### config.mk
export PLATFORM = sky130hd
export DESIGN_NAME = pdm_mic_receiver
export DESIGN_NICKNAME = d
export VERILOG_FILES = /design/src/rtl/audio_pkg.sv /design/src/rtl/pdm_clkgen.sv /design/src/rtl/pdm_mic_receiver.sv
export SDC_FILE = /design/constraint.sdc
export NUM_CORES = 1
export LEC_CHECK = 0
export BUFFER_PORTS_ARGS = -buffer_cell sky130_fd_sc_hd__buf_2
export CORE_MARGIN = 2
export CORE_UTILIZATION = 31
export CTS_CLUSTER_SIZE = 8
export DETAILED_ROUTE_END_ITERATION = 10
export RECOVER_POWER = 25
export SETUP_SLACK_MARGIN = 0.4
export SLEW_MARGIN = 30
export SYNTH_ARGS = -nofsm -noshare
export SYNTH_HDL_FRONTEND = slang
export SYNTH_HIERARCHICAL = 1
export SYNTH_SLANG_ARGS = --single-unit
### constraint.sdc
create_clock -name CLK100MHZ -period 5.6 [get_ports CLK100MHZ]
set_input_delay 1.12 -clock CLK100MHZ [delete_from_list [all_inputs] [get_ports CLK100MHZ]]
set_output_delay 1.12 -clock CLK100MHZ [all_outputs]
set_load 0.005 [all_outputs]
### src/rtl/audio_pkg.sv
// Shared types and constants for the board audio receive path.
package audio_pkg;

    typedef enum logic [1:0] {
        IDLE,
        TRIGGER,
        COOLDOWN
    } fsm_state_t;

    localparam int unsigned DEF_CLK_DIV = 25;
    localparam int unsigned DEF_DECIM   = 64;

    // Counter width able to hold 0..decim inclusive.
    function automatic int unsigned calc_cw(input int unsigned decim);
        return $clog2(decim + 1);
    endfunction

endpackage

### src/rtl/pdm_clkgen.sv
// PDM microphone clock divider with a one-cycle capture strobe.
module pdm_clkgen
    import audio_pkg::*;
#(
    parameter int unsigned CLK_DIV = DEF_CLK_DIV
) (
    input  logic CLK100MHZ,
    input  logic CPU_RESETN,
    input  logic en,
    output logic m_clk,
    output logic cap
);

    localparam int unsigned DW = (CLK_DIV > 1) ? $clog2(CLK_DIV) : 1;

    logic [DW-1:0] cnt;
    logic          wrap;

    assign wrap = (cnt == DW'(CLK_DIV - 1));

    always_ff @(posedge CLK100MHZ or negedge CPU_RESETN) begin
        if (!CPU_RESETN) begin
            cnt   <= '0;
            m_clk <= 1'b0;
        end else if (!en) begin
            cnt   <= '0;
            m_clk <= 1'b0;
        end else if (wrap) begin
            cnt   <= '0;
            m_clk <= ~m_clk;
        end else begin
            cnt   <= cnt + 1'b1;
        end
    end

    // High during the cycle whose closing edge drives m_clk from 1 to 0.
    assign cap = en && wrap && m_clk;

endmodule

### src/rtl/pdm_mic_receiver.sv
// PDM microphone receiver: boxcar decimation to signed PCM plus a
// loudness detector that raises a held `jump` level on sustained loud input.
module pdm_mic_receiver
    import audio_pkg::*;
#(
    parameter int unsigned CLK_DIV          = DEF_CLK_DIV,
    parameter int unsigned DECIM            = DEF_DECIM,
    parameter int unsigned THRESH           = 24,
    parameter int unsigned LOUD_RUN         = 4,
    parameter int unsigned HOLD_SAMPLES     = 8192,
    parameter int unsigned COOLDOWN_SAMPLES = 4096,
    localparam int unsigned CW              = calc_cw(DECIM)
) (
    input  logic                 CLK100MHZ,
    input  logic                 CPU_RESETN,
    input  logic                 mic_en,
    input  logic                 M_DATA,
    output logic                 M_CLK,
    output logic                 M_LRSEL,
    output logic signed [CW:0]   pcm_sample,
    output logic                 pcm_valid,
    output logic [CW-1:0]        level,
    output logic                 jump
);

    localparam int unsigned RW = $clog2(LOUD_RUN + 1);

    logic          cap;
    logic          sync1, sync2;
    logic [CW-1:0] ones, bitcnt, ones_total;
    logic [CW:0]   dbl, mag;
    logic          neg, win_end, loud;
    logic [CW:0]   pcm_next;

    fsm_state_t    state;
    logic [RW-1:0] run;
    logic [15:0]   tmr;

    assign M_LRSEL = 1'b0;

    pdm_clkgen #(
        .CLK_DIV(CLK_DIV)
    ) u_clkgen (
        .CLK100MHZ (CLK100MHZ),
        .CPU_RESETN(CPU_RESETN),
        .en        (mic_en),
        .m_clk     (M_CLK),
        .cap       (cap)
    );

    always_ff @(posedge CLK100MHZ or negedge CPU_RESETN) begin
        if (!CPU_RESETN) begin
            sync1 <= 1'b0;
            sync2 <= 1'b0;
        end else begin
            sync1 <= M_DATA;
            sync2 <= sync1;
        end
    end

    // Window result is formed from the count including the bit captured now,
    // so the sample, level and FSM step all land on the same edge.
    always_comb begin
        win_end    = cap && (bitcnt == CW'(DECIM - 1));
        ones_total = ones + CW'(sync2);
        dbl        = {ones_total, 1'b0};
        neg        = (dbl < (CW + 1)'(DECIM));
        mag        = neg ? ((CW + 1)'(DECIM) - dbl) : (dbl - (CW + 1)'(DECIM));
        pcm_next   = neg ? (~mag + 1'b1) : mag;
        loud       = (32'(mag) >= THRESH);
    end

    always_ff @(posedge CLK100MHZ or negedge CPU_RESETN) begin
        if (!CPU_RESETN) begin
            ones       <= '0;
            bitcnt     <= '0;
            pcm_sample <= '0;
            level      <= '0;
            pcm_valid  <= 1'b0;
            state      <= IDLE;
            run        <= '0;
            tmr        <= '0;
            jump       <= 1'b0;
        end else if (!mic_en) begin
            ones      <= '0;
            bitcnt    <= '0;
            pcm_valid <= 1'b0;
            state     <= IDLE;
            run       <= '0;
            tmr       <= '0;
            jump      <= 1'b0;
        end else begin
            pcm_valid <= 1'b0;
            if (win_end) begin
                ones       <= '0;
                bitcnt     <= '0;
                pcm_sample <= $signed(pcm_next);
                level      <= mag[CW-1:0];
                pcm_valid  <= 1'b1;
                case (state)
                    IDLE: begin
                        if (!loud) begin
                            run <= '0;
                        end else if (run == RW'(LOUD_RUN - 1)) begin
                            state <= TRIGGER;
                            jump  <= 1'b1;
                            tmr   <= 16'(HOLD_SAMPLES - 1);
                            run   <= '0;
                        end else begin
                            run <= run + 1'b1;
                        end
                    end
                    TRIGGER: begin
                        if (tmr == '0) begin
                            state <= COOLDOWN;
                            jump  <= 1'b0;
                            tmr   <= 16'(COOLDOWN_SAMPLES - 1);
                        end else begin
                            tmr <= tmr - 1'b1;
                        end
                    end
                    COOLDOWN: begin
                        run <= '0;
                        if (tmr == '0) begin
                            state <= IDLE;
                        end else begin
                            tmr <= tmr - 1'b1;
                        end
                    end
                    default: begin
                        state <= IDLE;
                        jump  <= 1'b0;
                        run   <= '0;
                        tmr   <= '0;
                    end
                endcase
            end else if (cap) begin
                ones   <= ones_total;
                bitcnt <= bitcnt + 1'b1;
            end
        end
    end

endmodule

==> Word-level counts from Yosys, hierarchy flattened <==
Index checks and enable logic that the tools add are counted.
{ "word_totals": {"regBits": 60, "latchBits": 0, "mem_bits_rw": 0, "romBits": 0, "input_bits": 4, "output_inout_bits": 19, "elab_cells": 89, "memories": 0} }
{ "classes": {"n_addsub": 8, "mul": 0, "div_mod_pow": 0, "order_cmp": 2, "n_eq_ne": 15, "n_shift": 0, "muxes": 39, "bitwise": 2, "n_reduce_logical": 10} }
{ "op_table": {"columns": ["operator", "count"], "rows": [
  ["two-way mux 16 bit", 6],
  ["one-hot mux 16 bit (3 select lines)", 1],
  ["two-way mux 7 bit", 6],
  ["zero test 16 bit", 1],
  ["two-way mux 8 bit", 2],
  ["subtractor 16 x 1 -> 16 bit, second input constant", 1],
  ["inequality test 3 bit, second input constant", 5],
  ["two-way mux 2 bit", 6],
  ["two-way mux 3 bit", 4],
  ["two-way mux 5 bit", 2],
  ["AND reduction 5 bit", 2],
  ["two-way mux 1 bit", 9],
  ["adder 8 x 1 -> 8 bit, second input constant", 1],
  [">= comparator 8 x 5 -> 1 bit, second input constant", 1],
  ["less-than comparator 8 x 7 -> 1 bit, second input constant", 1],
  ["inverter 8 bit", 1],
  ["subtractor 7 x 8 -> 8 bit, first input constant", 1],
  ["subtractor 8 x 7 -> 8 bit, second input constant", 1],
  ["adder 7 x 1 -> 7 bit", 1],
  ["adder 7 x 1 -> 7 bit, second input constant", 1],
  ["equality test 7 x 6 -> 1 bit, second input constant", 1],
  ["one-hot mux 2 bit (3 select lines)", 1],
  ["one-hot mux 3 bit (2 select lines)", 1],
  ["adder 5 x 1 -> 5 bit, second input constant", 1],
  ["other kinds (14)", 19]
]} }

==> Logic depth before layout (Yosys ltp) <==
{ "depth": {"word_depth": 8, "ltp_mapped": 13, "ltp_nobuf": 11} }

==> Modules after synthesis <==
Netlist, hierarchy kept.
{ "modules_own_cells": {"columns": ["module", "n_inst", "cells_each", "area_each_um2", "seq_area_each_um2"], "rows": [
  ["pdm_mic_receiver", 1, 365, 3270.6, 1276.2],
  ["pdm_clkgen", 1, 31, 319.1, 150.1]
]} }

==> Worst setup path before layout <==
OpenSTA, ideal clock, no wires.
{ "synth_timing": {"path_type": "register -> register", "startpoint": "register ones[0]", "endpoint": "register tmr[8]", "setup_time_ns": 0.126, "t_arrival_ns": 2.879, "required_ns": 5.474, "path_slack_ns": 2.595, "stages_incl_launch_ff": 13, "n_path_buf": 1, "period_less_slack_ns": 3.005, "path_cell_list": "dfrtp_1 ha_1 ha_1 inv_1 ha_1 or4b_4 o31ai_4 a21boi_1 nand3b_2 and4_4 buf_6 nor3_1 o32a_1"} }
{ "synth_via": {"elab_chain_cells": 6, "elab_cells_between_ends": 8, "cone_classes": "add/sub (3); order compare (2); eq/ne (1); mux (1); reduce/logical (1)"} }
{ "synth_rtl": {"columns": ["item", "line_no", "rtl"], "rows": [
  ["from (decl)", "pdm_mic_receiver.sv:30", "logic [CW-1:0] ones, bitcnt, ones_total;"],
  ["from (signal assigned)", "pdm_mic_receiver.sv:138", "ones <= ones_total;"],
  ["adder 7 x 1 -> 7 bit *", "pdm_mic_receiver.sv:65", "ones_total = ones + CW'(sync2);"],
  ["subtractor 8 x 7 -> 8 bit, or another cell as far along", "pdm_mic_receiver.sv:68", "mag = neg ? ((CW + 1)'(DECIM) - dbl) : (dbl - (CW + 1)'(DECIM));"],
  ["two-way mux 8 bit *", "pdm_mic_receiver.sv:68", null],
  [">= comparator 8 x 5 -> 1 bit *", "pdm_mic_receiver.sv:70", "loud = (32'(mag) >= THRESH);"],
  ["inequality test 3 bit (no source line) *", null, null],
  ["AND reduction 4 bit (no source line) *", null, null],
  ["to (signal assigned)", "pdm_mic_receiver.sv:107", "tmr <= 16'(HOLD_SAMPLES - 1);"],
  ["to (signal assigned)", "pdm_mic_receiver.sv:117", "tmr <= 16'(COOLDOWN_SAMPLES - 1);"],
  ["to (signal assigned)", "pdm_mic_receiver.sv:119", "tmr <= tmr - 1'b1;"],
  ["to (decl)", "pdm_mic_receiver.sv:37", "logic [15:0] tmr;"]
]} }
Mark *: on every way between the ends. The rest lies on a longest branch, timed or not.
A chain may end at the register's enable or synchronous reset.

==> Worst setup path after layout <==
{ "layout_timing": {"startpoint": "input port mic_en", "endpoint": "register tmr[1]"} }
{ "layout_via": {"elab_chain_cells": 5, "elab_cells_between_ends": 9, "cone_classes": "eq/ne (4); mux (1); reduce/logical (4)"} }
{ "layout_rtl": {"columns": ["item", "line_no", "rtl"], "rows": [
  ["from (decl)", "pdm_mic_receiver.sv:16", "input logic mic_en,"],
  ["logical AND 1 bit (2 in a row)", "pdm_clkgen.sv:37", "assign cap = en && wrap && m_clk;"],
  ["named net cap", "pdm_mic_receiver.sv:28", "logic cap;"],
  ["logical AND 1 bit", "pdm_mic_receiver.sv:64", "win_end = cap && (bitcnt == CW'(DECIM - 1));"],
  ["inequality test 2 x 1 -> 1 bit (no source line)", null, null],
  ["AND reduction 4 bit (no source line)", null, null]
]} }
The timed path passes the listed nets, and every way through them passes these cells.

==> reports/results.tsv <==
metric	value	unit
vdd_drop_max	0.135	mV
r2r_slack	1910	ps
ys_seq_elements	57	
drt_iter0_markers	116	
synth_area	3590	µm²
htreeDepth	3	
setup_tns	0	ps
die_x	112	µm
cp_cell_sequence	clkbuf_1, and3_2, nand4_1, or3_1, nand2_1, nand2_1, o21ai_2, mux2_1	
crit_top_cell	nand2_1	
num_vias	2969	
crit_buf_inv	1	
synth-edff-count	0	
drive_above_1_share	0.138	
io_buffer_count	19	
dp_cells	539	
rsz0062_at_grt	no	
antenna_found_initial	0	
clk_pin_slew	50	ps
drtPass1Iterations	4	
finClkSkew	4.64	ps
grt_first_pass_wirelength	14200	µm
grt.overflow.total	0	
avgRoutedWirePerCell	14.8	µm
fin_crit_sh	0.758	
drv_cap	1	
track_usage	0.139	
worstMarginPinSlew	3120	ps
die_y	112	µm
cts.root.buffer_cell	clkbuf_16	
nNetsFinal	421	
grt_max_degree	58	
cts_buffers	9	
synth_top_area_frac	0.397	
cp_slowest_cell	clkbuf_1	
fin_ws	1360	ps
ys_top_cells_by_area	dfrtp_1, nor2_1, nand2_1, ha_1, xor2_1	
wl	8240	µm
end_kind	register	
setup.worst_path.class	primary input to register	
dp_slack	1430	ps
status	complete, but fails checks	
die-area	12500	µm²
synth_cells	396	
finish.utilization	0.357	
drcViolationCount	0	
vias_per_cell	5.35	
yosysWarnings	6	
cp_data_arrival_time	4450	ps
setup_viol	0	
p_leak	1.75	nW
cts_hold_buf	0	
yosysMostFrequentCell	dfrtp_1	
async_flop_share	1.00	
relSlewSlack	-1.08	
crit_required	5810	ps
io_pins	23	
rows	39	
layout.cells.non_filler	555	
fp.coreArea	11400	µm²
cp-start-kind	primary input	
violations	capacitance limit, slew limit	
hold_viol_final	0	
clk_path_buf_depth	2	
grt_pass1_vias	2891	
synth_common_cells	dfrtp_1, nor2_1, nand2_1, o21ai_0, nor3_1	
clock_sinks	57	
period_needed	4240	ps
crit_fanout	23	
pwr_density_cell	277	nW/µm²
post_cts_buffers	0	
min_path_type	register to register	
power	1.13	mW
clock_latency	330	ps
diodes	0	
synth_cell_type_count	70	
ctsResizeCount	0	
place.gp.congestion	0.829	
start_util	0.316	
cts_tree	done	
drv_slew	58	
post-synth-top-area-cell	dfrtp_1	
antenna_left	0	
synthFlopType	dfrtp_1	
ys_seq_area_frac	0.397	
place_hpwl	5620	µm
post_synth.cell_area_avg	9.06	µm²
syn_to_final_growth	13.2	%
critical_path.top_delay_family	simple AND/OR/NAND/NOR gates	
fmax	0.236	GHz
slowest_delay	590	ps
==> area by class of cell <==
| class | instances | area (µm²) |
|---|---|---|
| clock buffers | 9 | 225 |
| repair buffers | 20 | 97.6 |
| multi-input cells | 303 | 1990 |
| flip-flops and latches | 57 | 1430 |
| well taps | 143 | 179 |
| clock inverters | 7 | 85.1 |
| inverters | 16 | 60.1 |
| fillers | 1155 | 7310 |
==> worst paths after layout <==
kind / to / cells past startpoint / from
setup / recovery: tmr[1] / 8 / mic_en
hold / removal: sync2 / 0 / sync1
setup reg to reg: tmr[1] / 10 / u_clkgen/cnt[0]
hold reg to reg: sync2 / 0 / sync1
max in group asynchronous: tmr[6] / 2 / CPU_RESETN
min in group asynchronous: u_clkgen/cnt[2] / 2 / CPU_RESETN
==> cells in the final DEF (no fill, tap or decap), drive strengths merged, types with 4 or more instances in the layout <==
cell type / count
nand2: 35
xor2: 14
a31oi: 15
nor3: 19
clkinv: 5
a21boi: 7
nor2b: 5
nand3: 13
nor2: 38
o32a: 9
nand3b: 5
a21oi: 15
xnor2: 10
clkbuf: 11
dfrtp: 57
o21ai: 30
inv: 16
ha: 10
or3: 5
nand2b: 5
and3: 4
nand4: 9
and2: 7
mux2: 4
buf: 18
==> logic make-up (layout without fill, tap and decap cells) <==
group                      after synthesis  after routing  share of synthesized area
muxes                                    7              7                     0.0209
adders and majority gates               10             10                     0.0349
xor gates and xnor gates                24             24                     0.0606
DFF                                     57             57                      0.397
and+or+nand+nor                        160            160                      0.238
AOI/OAI and AO/OA                       99             99                      0.197
buffers and inverters                   38             52                     0.0505
other                                    1              3                    0.00104
==> through the flow <==
step / hold WS [ps] / area [µm²]
after floorplan: 331 / 3600
after global placement: 337 / 3760
after detailed placement: 342 / 3760
after CTS: 354 / 4070
after global routing: 366 / 4060
final: 352 / 4060
==> power by group <==
group / internal, mW / switching (mW)
registers: 0.432 / 0.0217
clock network: 0.385 / 0.192
logic: 0.0382 / 0.0593
total: 0.855 / 0.273
==> flip-flops by register name, summed over array words and instances (netlist names) <==
signal,cells
state,2
run,3
pcm_sample,7
bitcnt,7
level,5
tmr,16
u_clkgen/cnt,5
sync2,1
sync1,1
ones,7
u_clkgen/m_clk,1
pcm_valid,1
jump,1
==> routing by layer <==
| metal | wire [µm] | part of all wire | up-vias | track usage |
|---|---|---|---|---|
| met1 | 3800 | 0.46 | 1460 | 0.175 |
| met4 | 38 | 0.0046 | 0 | 0.0395 |
| li1 | - | - | 1455 | - |
| met2 | 4100 | 0.50 | 50 | 0.237 |
| met5 | 0 | 0 | - | 0 |
| met3 | 297 | 0.036 | 4 | 0.0348 |
==> worst reg2reg max path: stages, from the launching register on <==
cell and delay [ps]:
dfrtp_1 410, inv_1 90, ha_1 200, and4b_2 290, and3_2 330, nand4_1 170, or3_1 440, nand2_1 430
nand2_1 470, o21ai_2 380, mux2_1 350
(Power assumes the default switching activity.)
